## src/rtl/sparse_px_decoder.sv

```systemverilog
// Zero-run-length activation stream decoder: emits non-zero pixels as (row, col, value).
// Optional SPDEC_STATS_EN adds saturating pixel / zero-run statistics outputs.
module sparse_px_decoder #(
  parameter int ROW_W = 10,
  parameter int COL_W = 16,
  parameter int DAT_W = 16,
  parameter int RUN_W = 14
) (
  input  logic             clk,
  input  logic             rst,
  input  logic             start,
  input  logic             flush,
  input  logic [31:0]      in_data,
  input  logic             in_valid,
  output logic             in_ready,
  output logic [ROW_W-1:0] px_row,
  output logic [COL_W-1:0] px_col,
  output logic [DAT_W-1:0] px_val,
  output logic             px_vld,
  input  logic             px_rdy,
  output logic             busy,
  output logic             done,
  output logic             err
`ifdef SPDEC_STATS_EN
  ,
  output logic [COL_W:0]   stat_px,
  output logic [COL_W:0]   stat_zero
`endif
);

  typedef enum logic [1:0] {IDLE, RUN, DRAIN, DONE} state_t;

  localparam logic [1:0] T_PIX = 2'b00;
  localparam logic [1:0] T_ROW = 2'b01;
  localparam logic [1:0] T_EOS = 2'b10;

  state_t           state_q, state_d;
  logic [ROW_W-1:0] row_q;
  // One bit wider than a column so that stepping past the last column is
  // remembered and any following PIX overflows instead of wrapping to col 0.
  logic [COL_W:0]   col_q;

  logic [1:0]       typ;
  logic [RUN_W-1:0] zrun;
  logic [COL_W:0]   sum;
  logic             accept;
  logic             start_ok;

  assign typ      = in_data[31:30];
  assign zrun     = in_data[16 +: RUN_W];
  assign sum      = col_q + (COL_W+1)'(zrun);
  assign accept   = in_valid && in_ready;
  assign start_ok = (state_q == IDLE) && start;

  assign in_ready = (state_q == RUN) && (!px_vld || px_rdy);
  assign busy     = (state_q != IDLE);
  assign done     = (state_q == DONE);

  always_comb begin
    state_d = state_q;
    unique case (state_q)
      IDLE:    if (start) state_d = RUN;
      RUN:     if (accept && typ == T_EOS) state_d = DRAIN;
      DRAIN:   if (!px_vld) state_d = DONE;
      DONE:    state_d = IDLE;
      default: state_d = IDLE;
    endcase
    if (flush) state_d = IDLE;
  end

  always_ff @(posedge clk) begin
    if (rst) begin
      state_q <= IDLE;
      row_q   <= '0;
      col_q   <= '0;
      px_row  <= '0;
      px_col  <= '0;
      px_val  <= '0;
      px_vld  <= 1'b0;
      err     <= 1'b0;
    end else if (flush) begin
      state_q <= IDLE;
      row_q   <= '0;
      col_q   <= '0;
      px_vld  <= 1'b0;
    end else begin
      state_q <= state_d;
      if (start_ok) begin
        row_q <= '0;
        col_q <= '0;
        err   <= 1'b0;
      end
      if (px_vld && px_rdy) px_vld <= 1'b0;
      if (accept) begin
        unique case (typ)
          T_PIX: begin
            if (sum[COL_W]) begin
              err <= 1'b1;
            end else begin
              px_row <= row_q;
              px_col <= sum[COL_W-1:0];
              px_val <= in_data[DAT_W-1:0];
              px_vld <= 1'b1;
              col_q  <= sum + (COL_W+1)'(1);
            end
          end
          T_ROW: begin
            row_q <= in_data[ROW_W-1:0];
            col_q <= '0;
          end
          T_EOS:   ;
          default: err <= 1'b1;
        endcase
      end
    end
  end

`ifdef SPDEC_STATS_EN
  logic [COL_W+1:0] zsum;
  assign zsum = {1'b0, stat_zero} + (COL_W+2)'(zrun);

  always_ff @(posedge clk) begin
    if (rst || flush || start_ok) begin
      stat_px   <= '0;
      stat_zero <= '0;
    end else begin
      if (px_vld && px_rdy && stat_px != '1) stat_px <= stat_px + 1'b1;
      if (accept && typ == T_PIX) stat_zero <= zsum[COL_W+1] ? '1 : zsum[COL_W:0];
    end
  end
`endif

endmodule

```

## config.mk

```make
export PLATFORM = sky130hd
export DESIGN_NAME = sparse_px_decoder
export DESIGN_NICKNAME = d
export VERILOG_FILES = /design/src/rtl/sparse_px_decoder.sv
export SDC_FILE = /design/constraint.sdc
export NUM_CORES = 1
export LEC_CHECK = 0
export CORE_AREA = 2 2 94 96
export CTS_CLUSTER_SIZE = 28
export DETAILED_ROUTE_END_ITERATION = 10
export DIE_AREA = 0 0 96 98
export HOLD_SLACK_MARGIN = 0.15
export PLACE_DENSITY = 0.85
export SLEW_MARGIN = 20
export SYNTH_ARGS = -nofsm -noshare
export SYNTH_HDL_FRONTEND = slang
export SYNTH_SLANG_ARGS = --single-unit
```

## constraint.sdc

```tcl
create_clock -name clk -period 9.5 [get_ports clk]
set_input_delay 1.9 -clock clk [delete_from_list [all_inputs] [get_ports clk]]
set_output_delay 1.9 -clock clk [all_outputs]
set_load 0.01 [all_outputs]
```

==> impl_metrics.env <==
export IMPL_outcome="finished, final reports clean"
export IMPL_cts_sinks=73
export IMPL_worst_r2r_endpoint="px_col[1]"
export IMPL_max_slew_margin_pct=34.3
export IMPL_area_delta_synth_final_pct=26.8
export IMPL_critical_path_endpoint="in_ready"
export IMPL_place_ws_ps=4170
export IMPL_synth_cells=527
export IMPL_cts_setup_buffers=0
export IMPL_m1WireLength_mm=4.78
export IMPL_clk_pin_slew_worst_paths_ps=80
export IMPL_layout_min_cycle_time_ps=5070
export IMPL_cts_buffer_depth=2
export IMPL_seq_area_frac_synth_pct=35.5
export IMPL_reg2reg_from="col_q[0]"
export IMPL_grt_max_degree=46
export IMPL_dp_hpwl_mm=7.93
export IMPL_cts_tree="built"
export IMPL_worst_r2r_path_depth=12
export IMPL_setup_viol=0
export IMPL_clkLatencyLatePin_ps=370
export IMPL_hold_viol_final=0
export IMPL_r2r_slack_ps=6130
export IMPL_worstSetupStartpoint="px_rdy"
export IMPL_ctsResizeCount=0
export IMPL_path_max_fanout=3
export IMPL_leakagePower_nw=1.85
export IMPL_dr_wl_met3_um=657
export IMPL_wl_met2_mm=5.38
export IMPL_vias_per_cell=5.71
export IMPL_cts_hold_buf=0
export IMPL_syn_area_per_cell_sq_um=7.82
export IMPL_synth_seq_cells=73
export IMPL_diodes=0
export IMPL_drc=0
export IMPL_vias=4059
export IMPL_syn_nets=590
export IMPL_netlist_area_sq_mm=0.00412
export IMPL_root_buffer="clkbuf_8"
export IMPL_setup_ws_ps=4430
export IMPL_nNetsFinal=661
export IMPL_p_int_mw=0.491
export IMPL_layout_common_cells="nand2_1 (122), clkdlybuf4s50_1 (84), a21oi_1 (79)"
export IMPL_drive_gt1_share_pct=6.80
export IMPL_p_seq_share_pct=46.3
export IMPL_path_class="input pin to output port"
export IMPL_drtIter0Drc=251
export IMPL_async_flop_share_pct=0
export IMPL_ant_nets=0
export IMPL_hold_path_class="flip-flop to flip-flop"
export IMPL_start_util_pct=48.7
export IMPL_synth_edf_count=0
export IMPL_gp_congestion=0.880
export IMPL_grt_pass1_wl_mm=18.0
export IMPL_core_sq_mm=0.00847
export IMPL_rsz0062_at_grt="no"
export IMPL_start_kind="input pin"
export IMPL_peakVddDrop_mv=0.0867
export IMPL_fin_tns_setup_ps=0
export IMPL_layout_commonest_cell="nand2_1"
export IMPL_final_max_slew_violation_count=0
export IMPL_min_from="row_q[0]"
export IMPL_utilization_pct=61.7
export IMPL_timing_final_crit_share_pct=53.4
export IMPL_placed_cells=695
export IMPL_wl_mm=11.0
export IMPL_dieArea_sq_mm=0.00941
export IMPL_fp_row_count=34
export IMPL_tightestPinTransition_ps=978
export IMPL_die_h_um=98
export IMPL_clockPowerShare_pct=42.2
export IMPL_power_density_mw_per_mm2=128
export IMPL_fmax_mhz=197
export IMPL_fin_skew_ps=12.0
export IMPL_ctsHtreeMaxLevel=3
export IMPL_io_pins=85
export IMPL_grt_pass1_vias=3942
export IMPL_synthFlopType="dfxtp_1"
export IMPL_gr_total_overflow=0
export IMPL_first_pass_iters=5
export IMPL_final_cells=711
export IMPL_die_width_um=96
export IMPL_synth_cell_types=65
export IMPL_p_sw_share_pct=26.3
export IMPL_combPwrFrac_pct=11.6
export IMPL_antenna_found_initial=0
export IMPL_required_ps=7600
export IMPL_yosysWarnings=0
export IMPL_top_layer="met4"
export IMPL_cp_arrival_ps=3170
export IMPL_worstSetupEndpointType="output port"
export IMPL_maxCapViolations=0
export IMPL_grt_usage_pct=23.8
export IMPL_port_buffers=84
export IMPL_power_net_switching_mw=0.175
export IMPL_cts_made_buffers=9
export IMPL_wl_per_cell_um=15.5
[synthesized netlist by cell type (all sizes together), types with 4 or more instances]
cell     count  area (sq um)
o21ai       21           109
a211oi       8          95.1
xor2         5          51.3
inv         13          48.8
buf         12          65.1
a31oi        4          25.0
clkbuf      15          56.3
a221oi       4          35.0
nand2      122           458
a21oi       80           404
xnor2       13           129
o21a         4          31.3
a21o         6          45.0
nor2        25           101
ha          24           300
nor3         7          40.0
dfxtp       73          1460
nand3       28           158
and2         5          31.3
a2bb2oi      4          35.0
and3        12          75.1
[layout make-up]
class	instances	area, sq um
Clock buffer	9	124
Clock inverter	7	101
Fill cell	720	3240
Inverter	13	48.8
Multi-Input combinational cell	414	2490
Sequential cell	73	1460
Tap cell	108	135
Timing Repair Buffer	87	863
[how the worst min path moves through the flow]
stage,endpoint,cells after the start
2_1_floorplan,px_row[0],2
3_3_place_gp,px_row[6],2
3_5_place_dp,px_row[0],2
4_1_cts,px_row[6],2
5_1_grt,px_row[0],2
6_report,px_row[0],2
[critical path, stage by stage]
cell             delay (ps)
clkdlybuf4s50_1         450
nand2b_1                130
and2_1                  150
clkdlybuf4s50_1         540
[power groups by stage]
stage / sequential [mW] / combinational [mW] / clock [mW]
2_1_floorplan: 0.316 / 0.0448 / 0
3_3_place_gp: 0.316 / 0.0744 / 0
3_5_place_dp: 0.316 / 0.0758 / 0
4_1_cts: 0.309 / 0.0763 / 0.281
5_1_grt: 0.309 / 0.0834 / 0.295
6_report: 0.309 / 0.0771 / 0.281
[per-layer routing]
| metal | vias up | GRT usage (%) |
|---|---|---|
| met2 | 161 | 39.2 |
| met4 | 0 | 8.68 |
| li1 | 1995 | - |
| met3 | 25 | 5.63 |
| met5 | - | 0 |
| met1 | 1878 | 30.2 |
[metrics by stage]
| step | total power, mW | hold WS, ps | area (sq um) |
|---|---|---|---|
| CTS | 0.666 | 453 | 5220 |
| global route | 0.687 | 474 | 5220 |
| global placement | 0.390 | 439 | 5000 |
| finish | 0.667 | 450 | 5220 |
| detailed placement | 0.392 | 446 | 5000 |
| floorplan | 0.361 | 432 | 4120 |
[registers in the layout (all words and copies together) (netlist names)]
register and count:
state_q 2, px_val 16, err 1, px_col 16, col_q 17, px_row 10, px_vld 1, row_q 10
[cell families after synthesis]
kind of cell	after synthesis	synth area share, %
adders and majority gates	25	7.77
AOI/OAI and AO/OA	146	22.1
muxes	2	0.486
xor gates and xnor gates	18	4.37
buffers and inverters	40	4.13
DFF	73	35.5
and+or+nand+nor	223	25.6
Note: power is estimated with default switching activity, not from simulation.
